--- src/rtl/register_bank_pkg.sv ---
`default_nettype none
// ============================================================================
// Module      : register_bank_pkg
// Description : Shared constants and port-bundle types for the integer
//               register bank and its pending scoreboard.
// Revision    : 1.0 - initial release
// ============================================================================
package register_bank_pkg;

    localparam int XLEN_DEF  = 32;
    localparam int NREGS_DEF = 32;
    localparam int NRD_DEF   = 2;
    localparam int NWR_DEF   = 2;
    localparam int AW_DEF    = $clog2(NREGS_DEF);

    // Read-side request bundle (decode -> bank)
    typedef struct packed {
        logic [NRD_DEF-1:0]             rden;
        logic [NRD_DEF-1:0][AW_DEF-1:0] raddr;
    } register_bank_rin_type;

    // Write-side request bundle (writeback -> bank)
    typedef struct packed {
        logic [NWR_DEF-1:0]               wren;
        logic [NWR_DEF-1:0][AW_DEF-1:0]   waddr;
        logic [NWR_DEF-1:0][XLEN_DEF-1:0] wdata;
    } register_bank_win_type;

    // Read-side response bundle (bank -> decode)
    typedef struct packed {
        logic [NRD_DEF-1:0][XLEN_DEF-1:0] rdata;
        logic [NRD_DEF-1:0]               rpend;
    } register_bank_out_type;

endpackage
`default_nettype wire

--- src/rtl/register_scoreboard.sv ---
`default_nettype none
// ============================================================================
// Module      : register_scoreboard
// Description : Per-register pending bits. Issue sets, writeback clears,
//               flush clears everything. Priority (lowest to highest):
//               writeback clear, issue set, flush. Register 0 never pends.
//               Also keeps a registered popcount of the pending vector.
// Revision    : 1.0 - initial release
// ============================================================================
module register_scoreboard #(
    parameter int NREGS = 32,
    parameter int NWR   = 2,
    parameter int AW    = $clog2(NREGS)
) (
    input  logic              clk,
    input  logic              rst,
    input  logic [NWR-1:0]    i_clr_en,
    input  logic [NWR*AW-1:0] i_clr_addr,
    input  logic              i_issue_en,
    input  logic [AW-1:0]     i_issue_addr,
    input  logic              i_flush,
    output logic [NREGS-1:0]  o_pending,
    output logic [AW:0]       o_busy_cnt
);

    localparam logic [AW-1:0] c_ZERO_ADDR = '0;

    logic [NREGS-1:0] r_pending;
    logic [AW:0]      r_busy_cnt;
    logic [NREGS-1:0] w_next;
    logic [AW:0]      w_cnt;

    // Next pending vector: the issue is applied after the clears so a newer
    // producer keeps the register pending; flush overrides both.
    always_comb begin
        w_next = r_pending;
        for (int p = 0; p < NWR; p++) begin
            if (i_clr_en[p] && (i_clr_addr[p*AW +: AW] != c_ZERO_ADDR)) begin
                w_next[i_clr_addr[p*AW +: AW]] = 1'b0;
            end
        end
        if (i_issue_en && (i_issue_addr != c_ZERO_ADDR)) begin
            w_next[i_issue_addr] = 1'b1;
        end
        if (i_flush) begin
            w_next = '0;
        end
        w_next[0] = 1'b0;
        w_cnt = '0;
        for (int i = 0; i < NREGS; i++) begin
            w_cnt = w_cnt + (AW+1)'(w_next[i]);
        end
    end

    // Pending vector and its count advance together on each edge
    always_ff @(posedge clk or negedge rst) begin
        if (!rst) begin
            r_pending  <= '0;
            r_busy_cnt <= '0;
        end else begin
            r_pending  <= w_next;
            r_busy_cnt <= w_cnt;
        end
    end

    assign o_pending  = r_pending;
    assign o_busy_cnt = r_busy_cnt;

endmodule
`default_nettype wire

--- src/rtl/register_bank.sv ---
`default_nettype none
// ============================================================================
// Module      : register_bank
// Description : Multi-port integer register file (NRD read, NWR write) with
//               optional write-to-read bypass and a pending scoreboard.
//               Register 0 is hardwired to zero. Higher write port wins.
// Revision    : 1.0 - initial release
// ============================================================================
module register_bank
    import register_bank_pkg::*;
#(
    parameter int XLEN   = XLEN_DEF,
    parameter int NREGS  = NREGS_DEF,
    parameter int NRD    = NRD_DEF,
    parameter int NWR    = NWR_DEF,
    parameter int BYPASS = 1,
    parameter int AW     = $clog2(NREGS)
) (
    input  logic                clk,
    input  logic                rst,
    input  logic [NRD-1:0]      rden,
    input  logic [NRD*AW-1:0]   raddr,
    output logic [NRD*XLEN-1:0] rdata,
    output logic [NRD-1:0]      rpend,
    input  logic [NWR-1:0]      wren,
    input  logic [NWR*AW-1:0]   waddr,
    input  logic [NWR*XLEN-1:0] wdata,
    input  logic                issue_en,
    input  logic [AW-1:0]       issue_addr,
    input  logic                flush,
    output logic [AW:0]         busy_cnt
);

    localparam logic [AW-1:0] c_ZERO_ADDR = '0;

    logic [XLEN-1:0]  r_regs [NREGS];
    logic [NREGS-1:0] w_pending;

    // Register array update; later (higher-index) ports override earlier ones
    always_ff @(posedge clk or negedge rst) begin
        if (!rst) begin
            for (int i = 0; i < NREGS; i++) begin
                r_regs[i] <= '0;
            end
        end else begin
            for (int p = 0; p < NWR; p++) begin
                if (wren[p] && (waddr[p*AW +: AW] != c_ZERO_ADDR)) begin
                    r_regs[waddr[p*AW +: AW]] <= wdata[p*XLEN +: XLEN];
                end
            end
        end
    end

    register_scoreboard #(
        .NREGS (NREGS),
        .NWR   (NWR),
        .AW    (AW)
    ) u_scoreboard (
        .clk          (clk),
        .rst          (rst),
        .i_clr_en     (wren),
        .i_clr_addr   (waddr),
        .i_issue_en   (issue_en),
        .i_issue_addr (issue_addr),
        .i_flush      (flush),
        .o_pending    (w_pending),
        .o_busy_cnt   (busy_cnt)
    );

    generate
        for (genvar r = 0; r < NRD; r++) begin : g_rd
            logic [AW-1:0]   w_addr;
            logic [XLEN-1:0] w_data;
            logic            w_pend;

            assign w_addr = raddr[r*AW +: AW];

            // Combinational read: stored value, optionally overridden by a
            // same-cycle write to the same non-zero register
            always_comb begin
                w_data = '0;
                w_pend = 1'b0;
                if (rden[r] && (w_addr != c_ZERO_ADDR)) begin
                    w_data = r_regs[w_addr];
                    w_pend = w_pending[w_addr];
                    if (BYPASS != 0) begin
                        for (int p = 0; p < NWR; p++) begin
                            if (wren[p] && (waddr[p*AW +: AW] == w_addr)) begin
                                w_data = wdata[p*XLEN +: XLEN];
                                w_pend = 1'b0;
                            end
                        end
                    end
                end
            end

            assign rdata[r*XLEN +: XLEN] = w_data;
            assign rpend[r]              = w_pend;
        end
    endgenerate

endmodule
`default_nettype wire
--- config.mk ---
export PLATFORM = sky130hd
export DESIGN_NAME = register_bank
export DESIGN_NICKNAME = d
export VERILOG_FILES = /design/src/rtl/register_bank_pkg.sv /design/src/rtl/register_scoreboard.sv /design/src/rtl/register_bank.sv
export SDC_FILE = /design/constraint.sdc
export NUM_CORES = 2
export LEC_CHECK = 0
export ABC_AREA = 0
export ABC_CLOCK_PERIOD_IN_PS = 8650
export CAP_MARGIN = 20
export CORE_MARGIN = 5
export CORE_UTILIZATION = 25
export DETAILED_ROUTE_END_ITERATION = 8
export SETUP_SLACK_MARGIN = 0.2
export SYNTH_ARGS = -nofsm -noshare
export SYNTH_HDL_FRONTEND = slang
export SYNTH_SLANG_ARGS = --single-unit
--- constraint.sdc ---
create_clock -name clk -period 8.65 [get_ports clk]
set_input_delay 2.1625 -clock clk [delete_from_list [all_inputs] [get_ports clk]]
set_output_delay 2.1625 -clock clk [all_outputs]
set_load 0.05 [all_outputs]
==> flow_summary.toml <==
[status]
status = "complete, no violations"

[worst_setup_path]
start_kind = "input port"
crit_path_end_kind = "output pin"
crit_type = "input port to output pin"
crit_fanout = 43
cp.arrival_ps = 5920
worst_ep_required_time_ps = 6490

[power_and_ir_drop]
switching_share = 0.3264
p_seq_frac = 0.431
p_leak_nw = 33.31
powerDensity_mw_per_mm2 = 218.5
p_switching_mw = 5.526
p_int_mw = 11.41
ir_drop_mv = 0.1723
combPwrFrac = 0.250
p_clk_frac = 0.319

[finish]
num-nets-final = 6568
areaGrowthSynthToFinish_pct = 13.58
drive_gt1_frac = 0.1461
finalNonFillerCells = 10120
final_util = 0.2856

[detailed_routing]
postRouteAntennaNets = 0
wirelength_um = 300200
vias_per_cell = 5.756
vias = 58240
drc = 0
drt_first_pass_iters = 6
wl_per_cell_um = 29.67
drt_iter0_drc = 8546

[sta]
max_freq_mhz = 123.7
setup_tns_ps = 0
final-max-slew-violation-count = 0
layout_min_cycle_time_ps = 8086
setup_violations = 0
slew_headroom = 0.1530
hold_viol = 0
hold-worst-slack_ps = 400.2
tightestPinTransition_ps = 1270
min_period_over_period = 0.9348
rsz0062_at_grt = "no"
fin_worst_skew_ps = 29.46

[clock_network]
clockRootBuffer = "clkbuf_16"
clockBufferDepth = 3
clock-sinks = 1061
cts_tree = "built"
cts_buffers = 121
clk_latency_ps = 780
cts_hold_buf = 0
htree_levels = 3
path_clk_slew_ps = 60
cts-resized-gates = 0
cts_setup_buffers = 0

[hold_path]
hold_class = "flop to flop"

[global_routing]
track_usage = 0.2031
grt_max_degree = 159
antenna_found_initial = 28
grt_overflow = 0
grt_pass1_wl_um = 426400
grt_pass1_vias = 57250

[floorplan]
ios = 169
rows = 191
coreArea_mm2 = 0.2712
die_h_um = 532.4
die_area_mm2 = 0.2834
die_w_um = 532.4
start_util = 0.2515

[place]
dp_cells = 9884
hpwl_um = 175100
place.gp.congestion = 0.9143
portBuffers = 168

[synth]
yosys_register_bits = 1061
mappedNetlistArea_mm2 = 0.06822
synthDistinctLibCells = 63
ys.flop_type = "dfrtp_1"
synthCells = 6772
yosys_warnings = 0
synth_area_per_cell_um2 = 10.07
syn_nets = 6901
async_flop_share = 1.000
synth_edf_count = 0
yosysSeqAreaShare = 0.3892

[job]
drv_cap = 0
cell usage in the layout, fill, tap and decap left out, types with 37 or more instances in the layout:
cell type and instances:
a221o_1 63, nor2_1 604, a22o_1 53, o221ai_1 53, mux2i_1 1398, mux4_2 306
clkdlybuf4s50_1 92, o22ai_1 63, a211oi_1 65, o21ai_0 437, inv_1 46, dfrtp_1 1061
buf_12 47, clkbuf_16 123, a22oi_1 109, buf_4 272, nand2_1 562, a21oi_1 574
a32oi_1 37
path summary, 6_finish.rpt:
| check | startpoint | end | slack [ps] | cells past startpoint |
|---|---|---|---|---|
| max in group asynchronous | rst | r_regs[260] | 5350 | 3 |
| max | raddr[7] | rdata[63] | 560 | 10 |
| min | r_regs[1018] | r_regs[1018] | 400 | 0 |
| max reg2reg | u_scoreboard.o_pending[1] | u_scoreboard.o_busy_cnt[4] | 3410 | 16 |
| min reg2reg | r_regs[1018] | r_regs[1018] | 400 | 0 |
| min in group asynchronous | rst | r_regs[313] | 1400 | 1 |
per-layer routing:
metal,global-route usage,routed length (um)
met2,0.3110,131700
met3,0.05479,32130
met1,0.2519,112100
met4,0.1323,24100
met5,0,92
synth_stat cells, types with 35 or more instances:
library cell	n	share of area
a211oi_1	65	0.0072
a21oi_1	574	0.042
a221o_1	63	0.0092
a22o_1	53	0.0068
a22oi_1	109	0.012
a32oi_1	37	0.0048
buf_1	68	0.0037
buf_2	174	0.013
buf_4	44	0.0048
clkbuf_1	531	0.029
dfrtp_1	1061	0.39
inv_1	46	0.0025
mux2i_1	1398	0.21
mux4_2	306	0.10
nand2_1	580	0.032
nor2_1	622	0.034
o211ai_1	35	0.0039
o21ai_0	437	0.032
o221ai_1	53	0.0068
o22ai_1	63	0.0058
logic make-up after synthesis:
logic type,Yosys count,synth area share
adder cells (fa/ha/maj),32,0.008400
buffers and inverters,924,0.06069
AO/OA/AOI/OAI,1600,0.1431
AND/OR/NAND/NOR,1396,0.08422
multiplexers,1736,0.3114
flip-flops,1061,0.3892
XOR/XNOR,23,0.002953
worst max-delay path, cell delays in order:
cell      delay [ps]
buf_6            210
buf_4            550
nand3b_1         320
buf_12           320
o221ai_1         310
a21oi_1          110
a21oi_1          510
mux2i_1          160
o21ai_1          820
buf_4            350
state kept, by name (all words and copies together), names as in the netlist:
register	flops
u_scoreboard.o_pending	31
r_regs	1024
u_scoreboard.o_busy_cnt	6
final cells by class:
class / instances / area [um2]
clock buffer: 180 / 3582
multi-input combinational: 4787 / 38090
fill: 27760 / 193800
antenna: 10 / 25.02
sequential: 1061 / 26550
timing repair buffer: 422 / 4089
tap: 3570 / 4467
clock inverter: 41 / 505.5
inverter: 46 / 172.7
stage by stage:
stage | power (mW) | area [um2] | setup slack [ps]
2_1_floorplan | 10.04 | 68220 | 777.5
3_3_place_gp | 11.27 | 73240 | 264.8
3_5_place_dp | 11.49 | 73320 | 309.6
4_1_cts | 16.86 | 77410 | 611.7
5_1_grt | 17.64 | 77460 | 623.5
6_report | 16.93 | 77480 | 564.2
power by group through the flow:
stage	Sequential, mW	Clock [mW]	Combinational (mW)
after CTS	7.23	5.43	4.20
after global placement	7.21	0	4.06
after floorplan	6.93	0	3.11
after global routing	7.41	5.63	4.60
after detailed placement	7.30	0	4.19
final	7.30	5.40	4.24
No activity file was read; power rests on OpenSTA's default activity.
